`src/rtl/ptp_port_cmp.sv`:
```
// PTP/non-PTP packet splitter: classifies each packet by Ethertype in word2 and steers it through a 3-cycle delay line to one of two ports.
// Optional macro PTP_RX_TSTAMP_EN: overwrite word0[w_ts-1:0] with the local timer sampled when the head enters.
module ptp_port_cmp #(
    parameter int          w_pkt     = 134,
    parameter int          w_ts      = 48,
    parameter logic [15:0] PTP_ETYPE = 16'h88F7
) (
    input  logic             clk,
    input  logic             reset,
    input  logic [w_ts-1:0]  timer,
    input  logic             in_data_wr,
    input  logic [w_pkt-1:0] in_data,
    output logic             inptp_data_wr,
    output logic [w_pkt-1:0] inptp_data,
    output logic             inptp_valid_wr,
    output logic             inptp_valid,
    input  logic             inptp_ready,
    output logic             out_data_wr,
    output logic [w_pkt-1:0] out_data,
    output logic             out_valid_wr,
    output logic             out_valid,
    input  logic             out_ready,
    output logic [31:0]      ptp_cnt,
    output logic [31:0]      nptp_cnt,
    output logic [31:0]      drop_cnt
);

    typedef enum logic [2:0] {IDLE, W1, W2, FWD_PTP, FWD_NPTP, DROP} state_t;
    // Per-word routing tag; PEND marks word0/word1 still waiting for the decision.
    typedef enum logic [1:0] {TG_NONE, TG_PEND, TG_PTP, TG_NPTP} tag_t;

    state_t             state_reg;
    logic               s0_wr_reg, s1_wr_reg;
    logic [w_pkt-1:0]   s0_data_reg, s1_data_reg;
    tag_t               s0_tag_reg, s1_tag_reg;
    logic               s0_last_reg, s1_last_reg;
    logic               s1_abort_reg;

    logic [1:0]         hdr;
    logic               is_head, is_tail, is_mid, is_ptp_type;
    logic [w_pkt-1:0]   in_word;
    logic               resolve_en;
    tag_t               resolve_tag;
    tag_t               s1_tag_next, out_tag, fwd_tag;

    assign hdr         = in_data[w_pkt-1 -: 2];
    assign is_head     = in_data_wr && (hdr == 2'b01);
    assign is_tail     = in_data_wr && (hdr == 2'b10);
    assign is_mid      = in_data_wr && (hdr == 2'b11);
    assign is_ptp_type = (in_data[31:16] == PTP_ETYPE);
    assign fwd_tag     = (state_reg == FWD_PTP) ? TG_PTP : TG_NPTP;

`ifdef PTP_RX_TSTAMP_EN
    always_comb begin
        in_word = in_data;
        if (is_head) begin
            in_word[w_ts-1:0] = timer;
        end
    end
`else
    logic unused_timer;
    assign unused_timer = ^timer;
    assign in_word      = in_data;
`endif

    // Any exit from W1/W2 settles the pending words: either the decision or a kill.
    always_comb begin
        resolve_en  = 1'b0;
        resolve_tag = TG_NONE;
        case (state_reg)
            W1: resolve_en = !is_mid;
            W2: begin
                resolve_en = 1'b1;
                if (is_mid) begin
                    if (is_ptp_type) begin
                        resolve_tag = inptp_ready ? TG_PTP : TG_NONE;
                    end else begin
                        resolve_tag = out_ready ? TG_NPTP : TG_NONE;
                    end
                end
            end
            default: ;
        endcase
    end

    assign s1_tag_next = (resolve_en && s0_tag_reg == TG_PEND) ? resolve_tag : s0_tag_reg;
    assign out_tag     = (resolve_en && s1_tag_reg == TG_PEND) ? resolve_tag : s1_tag_reg;

    always_ff @(posedge clk or negedge reset) begin
        if (!reset) begin
            state_reg      <= IDLE;
            s0_wr_reg      <= 1'b0;
            s1_wr_reg      <= 1'b0;
            s0_data_reg    <= '0;
            s1_data_reg    <= '0;
            s0_tag_reg     <= TG_NONE;
            s1_tag_reg     <= TG_NONE;
            s0_last_reg    <= 1'b0;
            s1_last_reg    <= 1'b0;
            s1_abort_reg   <= 1'b0;
            inptp_data_wr  <= 1'b0;
            inptp_data     <= '0;
            inptp_valid_wr <= 1'b0;
            inptp_valid    <= 1'b0;
            out_data_wr    <= 1'b0;
            out_data       <= '0;
            out_valid_wr   <= 1'b0;
            out_valid      <= 1'b0;
            ptp_cnt        <= '0;
            nptp_cnt       <= '0;
            drop_cnt       <= '0;
        end else begin
            s1_wr_reg    <= s0_wr_reg;
            s1_data_reg  <= s0_data_reg;
            s1_tag_reg   <= s1_tag_next;
            s1_last_reg  <= s0_last_reg;
            s1_abort_reg <= 1'b0;
            s0_wr_reg    <= in_data_wr;
            s0_data_reg  <= in_word;
            s0_tag_reg   <= TG_NONE;
            s0_last_reg  <= 1'b0;

            inptp_data_wr  <= s1_wr_reg && (out_tag == TG_PTP);
            inptp_valid_wr <= (s1_last_reg || s1_abort_reg) && (out_tag == TG_PTP);
            inptp_valid    <= s1_last_reg && (out_tag == TG_PTP);
            if (s1_wr_reg && out_tag == TG_PTP) begin
                inptp_data <= s1_data_reg;
            end
            out_data_wr  <= s1_wr_reg && (out_tag == TG_NPTP);
            out_valid_wr <= (s1_last_reg || s1_abort_reg) && (out_tag == TG_NPTP);
            out_valid    <= s1_last_reg && (out_tag == TG_NPTP);
            if (s1_wr_reg && out_tag == TG_NPTP) begin
                out_data <= s1_data_reg;
            end

            case (state_reg)
                IDLE: begin
                    if (is_head) begin
                        state_reg  <= W1;
                        s0_tag_reg <= TG_PEND;
                    end
                end
                W1: begin
                    if (is_mid) begin
                        state_reg  <= W2;
                        s0_tag_reg <= TG_PEND;
                    end else begin
                        drop_cnt <= drop_cnt + 32'd1;
                        if (is_head) begin
                            state_reg  <= W1;
                            s0_tag_reg <= TG_PEND;
                        end else begin
                            state_reg <= IDLE;
                        end
                    end
                end
                W2: begin
                    if (is_mid) begin
                        s0_tag_reg <= resolve_tag;
                        case (resolve_tag)
                            TG_PTP:  state_reg <= FWD_PTP;
                            TG_NPTP: state_reg <= FWD_NPTP;
                            default: begin
                                state_reg <= DROP;
                                drop_cnt  <= drop_cnt + 32'd1;
                            end
                        endcase
                    end else begin
                        drop_cnt <= drop_cnt + 32'd1;
                        if (is_head) begin
                            state_reg  <= W1;
                            s0_tag_reg <= TG_PEND;
                        end else begin
                            state_reg <= IDLE;
                        end
                    end
                end
                FWD_PTP, FWD_NPTP: begin
                    s0_tag_reg <= fwd_tag;
                    if (is_head) begin
                        // Close the open packet on its own port with valid=0; the new head restarts the FSM.
                        drop_cnt     <= drop_cnt + 32'd1;
                        s1_abort_reg <= 1'b1;
                        s0_tag_reg   <= TG_PEND;
                        state_reg    <= W1;
                    end else if (is_tail) begin
                        s0_last_reg <= 1'b1;
                        state_reg   <= IDLE;
                        if (state_reg == FWD_PTP) begin
                            ptp_cnt <= ptp_cnt + 32'd1;
                        end else begin
                            nptp_cnt <= nptp_cnt + 32'd1;
                        end
                    end
                end
                DROP: begin
                    if (is_tail) begin
                        state_reg <= IDLE;
                    end else if (is_head) begin
                        state_reg  <= W1;
                        s0_tag_reg <= TG_PEND;
                    end
                end
                default: state_reg <= IDLE;
            endcase
        end
    end

endmodule

```
`config.mk`:
```
export PLATFORM = sky130hd
export DESIGN_NAME = ptp_port_cmp
export DESIGN_NICKNAME = d
export VERILOG_FILES = /design/src/rtl/ptp_port_cmp.sv
export SDC_FILE = /design/constraint.sdc
export NUM_CORES = 1
export LEC_CHECK = 0
export ABC_AREA = 0
export BUFFER_PORTS_ARGS = -buffer_cell sky130_fd_sc_hd__buf_2
export CAP_MARGIN = 20
export CORE_UTILIZATION = 31
export CTS_BUF_LIST = sky130_fd_sc_hd__clkbuf_2
export DETAILED_ROUTE_END_ITERATION = 10
export GPL_ROUTABILITY_DRIVEN = 0
export PLACE_DENSITY_LB_ADDON = 0.2
export SLEW_MARGIN = 20
export SYNTH_ARGS = -nofsm -noshare
export SYNTH_HDL_FRONTEND = slang
export SYNTH_SLANG_ARGS = --single-unit
export TNS_END_PERCENT = 5
```
`constraint.sdc`:
```
create_clock -name clk -period 5.67 [get_ports clk]
set_clock_uncertainty 0.15 [all_clocks]
set_input_delay 1.134 -clock clk [delete_from_list [all_inputs] [get_ports clk]]
set_output_delay 1.134 -clock clk [all_outputs]
set_load 0.02 [all_outputs]
```
==> results.toml <==
[run_status]
outcome = "finished, final reports clean"

[route]
num_vias = 18735
drt_iter0_drc = 894
routed-wl-met3_um = 4470
top_layer = "met5"
ant_nets = 0
wl_met1_um = 31700
via_per_inst = 4.88
dr.pass1.iters = 5
routed_wl_um = 75100
wl_per_cell_um = 19.6
drc = 0
wl_met2_um = 36600

[critical_path]
startpoint_type = "input pin"
r2r_cells = 7
crit_type = "in2reg"
crit_arrival_ps = 4610
crit_fanout = 48
cp.required_ps = 6590
end_kind = "register"

[global_routing]
grt_pass1_wl_um = 117000
grt_pass1_vias = 19732
overflow = 0
antenna_found_initial = 6
grt_max_degree = 110
track_usage = 0.184

[place]
dpl.hpwl_um = 46600
place_area_um2 = 28600
numPortBuffers = 508
dp.cells = 3378

[floorplanning]
start_util = 0.314
dieArea_um2 = 81500
ios = 557
die_h_um = 285
die_w_um = 285
rows = 103
core-area_um2 = 79300

[yosys]
ys_warn_count = 0
syn_inst = 1919
yosysTopAreaCell = "dfrtp_1"
synth_ff_type = "dfrtp_1"
synth_area_um2 = 24900
synth_enable_flop_cells = 0
synth-seq-cells = 650
synth_top_area_frac = 0.653
yosys-top-cells-area = "dfrtp_1 (65%), mux2_2 (6.1%), a22o_1 (4.7%), a22oi_1 (4.0%), nor2b_1 (3.5%)"
seq_area_frac_synth = 0.653
synth.avg_cell_area_um2 = 13.0
synthArstFlopShare = 1.00
synth_cell_types = 53
syn_nets = 2109

[timing]
fin_crit_sh = 0.651
fmax_mhz = 271
grt_setup_unrepaired = "no"
finalHoldViolations = 0
drv_slew = 0
setup-tns-final_ps = 0
min_period_ps = 3690
setup_viol = 0
relSlewSlack = 0.305
worstMarginPinSlew_ps = 1030

[cells_and_area]
drive_gt1_frac = 0.350
final_nets = 2838
stdcell_count = 3839
area_delta_synth_final_pct = 27.5
stdcell_area_um2 = 31700

[clocking]
htreeDepth = 4
cts_buffers = 179
clock_latency_ps = 1290
path_clk_slew_ps = 110
cts_tree = "done"
root_buffer = "clkbuf_2"
ctsResizeCount = 0
clockBufferDepth = 3
cts_sinks = 650

[min_path]
worstHoldPathCells = 0
holdCritPathClass = "reg2reg"

[job]
maxCapViolations = 0

[pwr]
p_per_area_nw_per_um2 = 285
irDropWorstVdd_mv = 0.132
leakage_nw = 15.2
[final timing paths]
kind | startpoint | to | slack (ps)
worst max-delay path | in_data[25] | inptp_data[22] | 1980
worst min-delay path | s0_data_reg[121] | s1_data_reg[121] | 170
worst max register to register | state_reg[1] | out_data[129] | 2030
worst min register to register | s0_data_reg[121] | s1_data_reg[121] | 170
max in group asynchronous | reset | out_data[21] | 3820
min in group asynchronous | reset | s1_data_reg[49] | 300
[power breakdown]
group          total, mW  internal (mW)  switching, mW
clock network       3.51           1.44           2.06
registers           4.88           4.78          0.104
logic              0.648          0.277          0.371
[metrics by stage]
stage	hold slack, ps	worst slack, ps	total power, mW	utilization
4_1_cts	37.8	1470	9.26	0.400
2_1_floorplan	181	2100	5.24	-
6_report	167	1980	9.04	0.401
5_1_grt	53.9	1810	9.59	0.401
3_3_place_gp	182	795	5.53	0.361
3_5_place_dp	185	722	5.55	0.361
[timing repair]
item | 4_1_cts | 5_1_grt
hold buffers | 138 | 0
hold endpoints to repair | 240 | 0
buffers inserted | 0 | 0
[area by class of cell]
cell class                 count  area (um^2)
inverter                      10         37.5
clock buffer                 256         1280
fill                        7697        47500
timing repair buffer         673         4260
multi-input combinational   1134         8130
antenna                        5         12.5
clock inverter                61          438
tap                         1050         1310
sequential                   650        16300
[layout by cell type (no fill, tap or decap), drive strengths merged, types with 16 or more instances in the layout]
cell	count
o21ai	138
mux2	136
dlygate4sd3	138
xnor2	68
and3	17
nor3	16
nand3	44
dfrtp	650
inv	16
clkinv	49
clkbuf	256
xor2	27
nand2	44
nor2b	139
a22o	134
nor2	23
a21oi	140
a22oi	134
buf	535
[layer usage]
metal | track usage | vias to the layer above
met5 | 0 | -
met1 | 0.229 | 9558
li1 | - | 8504
met2 | 0.295 | 498
met3 | 0.0557 | 167
met4 | 0.0794 | 8
[critical path, stage by stage]
cell and delay, ps:
dlygate4sd3_1 550, buf_2 130, or4b_1 500, or3_1 600, nor3_4 500, nand2_4 420, buf_12 340, a22oi_1 240
o21ai_0 120
[cells in the mapped netlist, drive strengths merged (22+ instances only)]
| cell | count |
|---|---|
| clkbuf | 103 |
| nand2 | 44 |
| xnor2 | 68 |
| a22o | 134 |
| a22oi | 134 |
| nor2b | 139 |
| dfrtp | 650 |
| mux2 | 136 |
| nand3 | 44 |
| nor2 | 23 |
| buf | 22 |
| xor2 | 27 |
| a21oi | 140 |
| o21ai | 138 |
[logic make-up (layout without fill, tap and decap cells)]
family	after synthesis	count (layout)	share of synthesized area
flip-flops	650	650	0.653
multiplexers	137	137	0.0619
adder cells (fa/ha/maj)	3	3	0.00151
AND/OR/NAND/NOR	343	343	0.0811
other	0	5	0
AO/OA/AOI/OAI	556	556	0.147
XOR/XNOR	95	95	0.0334
buffers and inverters	135	1000	0.0217
(Power assumes the default switching activity.)
